==> src/rtl/ps2_kbd_rx_fifo.sv <==
// ps2_kbd_rx_fifo: PS/2 keyboard receiver with frame checking, E0/F0 prefix
// folding and a first-word fall-through event FIFO on a valid/ready port.
// Optional build macro PS2_TYPEMATIC_FILTER_EN drops typematic repeats of the
// key currently held down.
// Ports:
//   clk, resetn                 system clock, async active-high reset
//   ps2_clk, ps2_data           raw PS/2 pins (asynchronous)
//   code_valid/ready            FIFO head handshake
//   code_data/break/ext         head event {byte, F0-prefixed, E0-prefixed}
//   fifo_level                  occupancy
//   key_count                   count of accepted make events (wrapping)
//   overflow, clr_ovf           sticky drop flag and its clear
//   frame_err                   one-cycle pulse on start/parity/stop/timeout error
module ps2_kbd_rx_fifo #(
  parameter int unsigned FIFO_DEPTH     = 8,
  parameter int unsigned SYNC_STAGES    = 3,
  parameter int unsigned TIMEOUT_CYCLES = 50000,
  parameter int unsigned CNT_W          = 8
) (
  input  logic                          clk,
  input  logic                          resetn,
  input  logic                          ps2_clk,
  input  logic                          ps2_data,
  output logic                          code_valid,
  input  logic                          code_ready,
  output logic [7:0]                    code_data,
  output logic                          code_break,
  output logic                          code_ext,
  output logic [$clog2(FIFO_DEPTH):0]   fifo_level,
  output logic [CNT_W-1:0]              key_count,
  output logic                          overflow,
  input  logic                          clr_ovf,
  output logic                          frame_err
);
  localparam int unsigned AW = $clog2(FIFO_DEPTH);
  localparam int unsigned LW = AW + 1;
  localparam int unsigned TW = $clog2(TIMEOUT_CYCLES + 1);

  typedef enum logic [1:0] {S_IDLE, S_DATA, S_PARITY, S_STOP} state_t;

  // Input synchronisers; idle PS/2 lines are high
  logic [SYNC_STAGES-1:0] r_clk_sync, r_dat_sync;
  always_ff @(posedge clk or posedge resetn) begin
    if (resetn) begin
      r_clk_sync <= '1;
      r_dat_sync <= '1;
    end else begin
      r_clk_sync <= {r_clk_sync[SYNC_STAGES-2:0], ps2_clk};
      r_dat_sync <= {r_dat_sync[SYNC_STAGES-2:0], ps2_data};
    end
  end

  logic w_strobe, w_data;
  assign w_strobe = r_clk_sync[SYNC_STAGES-1] & ~r_clk_sync[SYNC_STAGES-2];
  assign w_data   = r_dat_sync[SYNC_STAGES-1];

  state_t          r_state;
  logic [2:0]      r_bitcnt;
  logic [7:0]      r_shift;
  logic            r_parity;
  logic [TW-1:0]   r_to_cnt;
  logic            r_ext_flag, r_brk_flag, r_frame_err;

  logic       w_timeout, w_good, w_evt_req, w_push;
  logic [9:0] w_evt;

  assign w_timeout = (r_state != S_IDLE) && !w_strobe && (r_to_cnt == TW'(TIMEOUT_CYCLES - 1));
  assign w_good    = w_strobe && (r_state == S_STOP) && w_data && (^{r_shift, r_parity});
  assign w_evt_req = w_good && (r_shift != 8'hE0) && (r_shift != 8'hF0);
  assign w_evt     = {r_ext_flag, r_brk_flag, r_shift};

  // Receive FSM, prefix flags and error pulse
  always_ff @(posedge clk or posedge resetn) begin
    if (resetn) begin
      r_state     <= S_IDLE;
      r_bitcnt    <= '0;
      r_shift     <= '0;
      r_parity    <= 1'b0;
      r_to_cnt    <= '0;
      r_ext_flag  <= 1'b0;
      r_brk_flag  <= 1'b0;
      r_frame_err <= 1'b0;
    end else begin
      r_frame_err <= 1'b0;
      if (r_state == S_IDLE || w_strobe) r_to_cnt <= '0;
      else                               r_to_cnt <= r_to_cnt + TW'(1);

      if (w_timeout) begin
        r_state     <= S_IDLE;
        r_frame_err <= 1'b1;
        r_ext_flag  <= 1'b0;
        r_brk_flag  <= 1'b0;
      end else if (w_strobe) begin
        case (r_state)
          S_IDLE: begin
            if (!w_data) begin
              r_state  <= S_DATA;
              r_bitcnt <= '0;
            end else begin
              r_frame_err <= 1'b1;
            end
          end
          S_DATA: begin
            r_shift  <= {w_data, r_shift[7:1]};
            r_bitcnt <= r_bitcnt + 3'd1;
            if (r_bitcnt == 3'd7) r_state <= S_PARITY;
          end
          S_PARITY: begin
            r_parity <= w_data;
            r_state  <= S_STOP;
          end
          default: begin
            r_state <= S_IDLE;
            if (w_good) begin
              if (r_shift == 8'hE0)      r_ext_flag <= 1'b1;
              else if (r_shift == 8'hF0) r_brk_flag <= 1'b1;
              else begin
                r_ext_flag <= 1'b0;
                r_brk_flag <= 1'b0;
              end
            end else begin
              r_frame_err <= 1'b1;
            end
          end
        endcase
      end
    end
  end

`ifdef PS2_TYPEMATIC_FILTER_EN
  // Held-key tracker: a repeated make of the held key is swallowed
  logic [8:0] r_held;
  logic       r_held_v;
  logic       w_repeat;
  assign w_repeat = !r_brk_flag && r_held_v && (r_held == {r_ext_flag, r_shift});
  assign w_push   = w_evt_req && !w_repeat;

  always_ff @(posedge clk or posedge resetn) begin
    if (resetn) begin
      r_held   <= '0;
      r_held_v <= 1'b0;
    end else if (w_evt_req) begin
      if (!r_brk_flag) begin
        r_held   <= {r_ext_flag, r_shift};
        r_held_v <= 1'b1;
      end else if (r_held == {r_ext_flag, r_shift}) begin
        r_held_v <= 1'b0;
      end
    end
  end
`else
  assign w_push = w_evt_req;
`endif

  // Event FIFO, entry = {ext, break, byte}
  logic [9:0]    r_mem [FIFO_DEPTH];
  logic [AW-1:0] r_wr, r_rd;
  logic [LW-1:0] r_count;
  logic [CNT_W-1:0] r_key_count;
  logic          r_overflow;
  logic          w_full, w_pop, w_accept;

  assign w_full   = (r_count == LW'(FIFO_DEPTH));
  assign w_pop    = code_valid & code_ready;
  assign w_accept = w_push & (!w_full | w_pop);

  always_ff @(posedge clk or posedge resetn) begin
    if (resetn) begin
      for (int i = 0; i < int'(FIFO_DEPTH); i++) r_mem[i] <= '0;
      r_wr        <= '0;
      r_rd        <= '0;
      r_count     <= '0;
      r_key_count <= '0;
      r_overflow  <= 1'b0;
    end else begin
      if (w_accept) begin
        r_mem[r_wr] <= w_evt;
        r_wr        <= r_wr + AW'(1);
      end
      if (w_pop) r_rd <= r_rd + AW'(1);
      case ({w_accept, w_pop})
        2'b10:   r_count <= r_count + LW'(1);
        2'b01:   r_count <= r_count - LW'(1);
        default: r_count <= r_count;
      endcase
      if (w_accept && !w_evt[8]) r_key_count <= r_key_count + CNT_W'(1);
      // A drop in the same cycle as clr_ovf keeps the flag set
      if (w_push && !w_accept) r_overflow <= 1'b1;
      else if (clr_ovf)        r_overflow <= 1'b0;
    end
  end

  assign code_valid = (r_count != '0);
  assign code_data  = r_mem[r_rd][7:0];
  assign code_break = r_mem[r_rd][8];
  assign code_ext   = r_mem[r_rd][9];
  assign fifo_level = r_count;
  assign key_count  = r_key_count;
  assign overflow   = r_overflow;
  assign frame_err  = r_frame_err;

endmodule

==> config.mk <==
export PLATFORM = sky130hd
export DESIGN_NAME = ps2_kbd_rx_fifo
export DESIGN_NICKNAME = d
export VERILOG_FILES = /design/src/rtl/ps2_kbd_rx_fifo.sv
export SDC_FILE = /design/constraint.sdc
export NUM_CORES = 1
export LEC_CHECK = 0
export BUFFER_PORTS_ARGS = -buffer_cell sky130_fd_sc_hd__buf_2
export CORE_AREA = 2 2 112 114
export DETAILED_ROUTE_END_ITERATION = 10
export DIE_AREA = 0 0 114 116
export GPL_TIMING_DRIVEN = 0
export PLACE_DENSITY = 0.85
export RECOVER_POWER = 100
export SLEW_MARGIN = 10
export SYNTH_ARGS = -nofsm -noshare
export SYNTH_HDL_FRONTEND = slang
export SYNTH_SLANG_ARGS = --single-unit
==> constraint.sdc <==
create_clock -name clk -period 4 [get_ports clk]
set_clock_uncertainty 0.05 [all_clocks]
set_input_delay 0.4 -clock clk [delete_from_list [all_inputs] [get_ports clk]]
set_output_delay 0.4 -clock clk [all_outputs]
set_load 0.005 [all_outputs]
==> flow_metrics.tcl <==
set metrics [dict create \
    top_usage_layer "met2" \
    crit_fanout 9 \
    async_reset_ff_share_pct 100 \
    ant_nets 0 \
    grt_max_degree 40 \
    rows 40 \
    crit_arrival_ps 3480 \
    wl_um 13300 \
    switching_power_mw 1.59 \
    drive_above_1_share_pct 34.1 \
    syn_nets 495 \
    antenna_found_initial 0 \
    p_leak_nw 3.46 \
    synth_edf_count 0 \
    final_cell_mix "132 x dfrtp_1, 99 x mux2_2, 30 x clkbuf_1, 22 x nor2_1, 21 x buf_2" \
    core-area_sq_um 11900 \
    fp.dieH_um 116 \
    hold_violations 0 \
    start_util_pct 54.7 \
    root_buffer "clkbuf_16" \
    place_worst_setup_slack_ps 662 \
    endpoint_kind "register" \
    area_growth_pct 13.9 \
    cap_violations 2 \
    grt_pass1_vias 4210 \
    yosys_warnings 0 \
    dp_hpwl_um 8500 \
    ctsResizeCount 0 \
    place.gp.congestion 0.786 \
    overflow 0 \
    grt_pass1_wl_um 21700 \
    setup_slack_ps 764 \
    worstMarginPinSlew_ps 2130 \
    pwr-share-comb_pct 28.8 \
    vias 4019 \
    fin_crit_ps 3240 \
    htreeDepth 4 \
    initialDrtViolationCount 305 \
    maxSlewViolCount 39 \
    crit_type "reg2reg" \
    totalPowerFinal_mw 4.66 \
    fillers 852 \
    grt.met3_usage_pct 5.60 \
    netlist.area_leader.share_pct 50.7 \
    internal_power_mw 3.07 \
    yosys.area.top_type "dfrtp_1" \
    clock-sinks 138 \
    grtUsageMet2_pct 35.6 \
    power.density_nw_per_um2 628 \
    clkPwrFrac_pct 34.9 \
    synth_seq_area_share_pct 53.1 \
    syn_inst 474 \
    critical_path_required_ps 4250 \
    die_w_um 114 \
    wire_per_inst_um 19.3 \
    numPortBuffers 30 \
    diodes 0 \
    final_common_cell "dfrtp_1" \
    setup_tns_ps 0 \
    switching_share_pct 34.1 \
    clk_pin_slew_worst_paths_ps 60 \
    design.die.area_sq_um 13200 \
    fin_crit_sh_pct 80.9 \
    setup_viol 0 \
    rsz0062_at_grt "false" \
    drc 0 \
    post_cts_buffers 0 \
    relSlewSlack_pct -41.8 \
    synth_flop_cell "dfrtp_1" \
    grt.total_usage_pct 21.8 \
    cts_hold_buf 0 \
    drtPass1Iterations 5 \
    outcome "complete, but fails checks" \
    cts_tree "built" \
    num-nets-final 547 \
    dpl.cell_count 654 \
    ys_ff_latch 138 \
    clk_latency_ps 420 \
    fin_cells 686 \
    critPathLaunchType "register" \
    seqPwrFrac_pct 36.3 \
    synth.distinct_cells 49 \
    fmax_mhz 309 \
    cts_max_path_buffers 2 \
    numCtsBuffers 17 \
    syn_area_sq_um 6520 \
    irDropWorstVdd_v 0.000367 \
    hold_class "in2reg" \
    synth_area_leaders "dfrtp_1 51%, mux2_2 17%, mux4_2 6.9%" \
    io_pins 31 \
    grt_use_met1_pct 28.2 \
    avgSynthCellArea_sq_um 13.8 \
    avgViaCountPerCell 5.86 \
    violations "capacitance limit, slew limit" \
]
## stage by stage
stage	area [sq um]	hold slack, ps	util, %
detailed placement	6920	298	58.1
floorplan	6520	295	-
global placement	6860	298	57.6
global route	7420	12.5	62.3
finish	7420	29.0	62.3
CTS	7530	9.64	63.2
## synthesized netlist by cell type (all sizes together) (4+ instances only)
cell    number
nand2       13
a21oi        4
ha          14
clkbuf      15
inv         16
a31oi        4
nand3       18
xor2        17
nor2        22
mux4        20
dfstp        6
xnor2       17
nand4        8
mux2       102
nor3         6
buf          8
dfrtp      132
o21ai        8
nor4         7
## worst paths after layout
path	start	end	slack [ps]	cells after the start
min reg2reg	r_dat_sync[1]	r_dat_sync[2]	300	0
max	r_shift[2]	fifo_level[3]	760	11
max in group asynchronous	resetn	r_mem[31]	1100	3
min in group asynchronous	resetn	r_to_cnt[11]	250	2
max reg2reg	r_shift[2]	fifo_level[3]	760	11
min	ps2_data	r_dat_sync[0]	30	1
## cells by family (layout without fill, tap and decap cells)
kind of cell	Yosys count	after routing	synth area share, %
AO/OA/AOI/OAI	27	27	2.73
adder cells (fa/ha/maj)	15	15	2.99
flip-flops	138	138	53.1
buffers and inverters	39	104	2.28
AND/OR/NAND/NOR	97	97	9.04
XOR/XNOR	35	35	5.16
multiplexers	123	123	24.7
## routing by layer
metal  wire (um)  part of all wire, %
met5           0                    0
met4         153                  1.2
met3         592                  4.5
met2        6900                   52
met1        5620                   42
## registers in the layout, summed over array words and instances, names as in the netlist
name        flops
r_rd            3
r_bitcnt        3
frame_err       1
fifo_level      4
r_ext_flag      1
r_mem          80
r_parity        1
key_count       8
r_brk_flag      1
r_shift         8
r_state         2
r_wr            3
r_dat_sync      3
overflow        1
r_to_cnt       16
r_clk_sync      3
## power groups by stage
stage	logic (mW)	clock network [mW]	registers, mW
global route	1.49	1.71	1.71
floorplan	1.11	0	1.68
CTS	1.47	1.65	1.69
detailed placement	1.46	0	1.71
finish	1.34	1.63	1.69
global placement	1.37	0	1.70
## layout make-up
cell class	instances	area, sq um	area share [%]
repair buffers	33	165	2.23
multi-input cells	297	2850	38.4
clock inverters	13	164	2.21
inverters	16	61.3	0.826
well taps	147	184	2.48
clock buffers	19	453	6.10
plain buffers	23	87.6	1.18
flip-flops and latches	138	3460	46.6
## critical path, stage by stage, from the launching register on
cell and delay, ps:
dfrtp_1 410, xor2_1 180, xnor3_1 480, xor2_2 420
nand3_1 240, ha_1 290, ha_1 280, a21o_1 180
a21oi_1 220, xnor2_1 160, nor2_1 70, xor2_1 140
(Power assumes the default switching activity.)
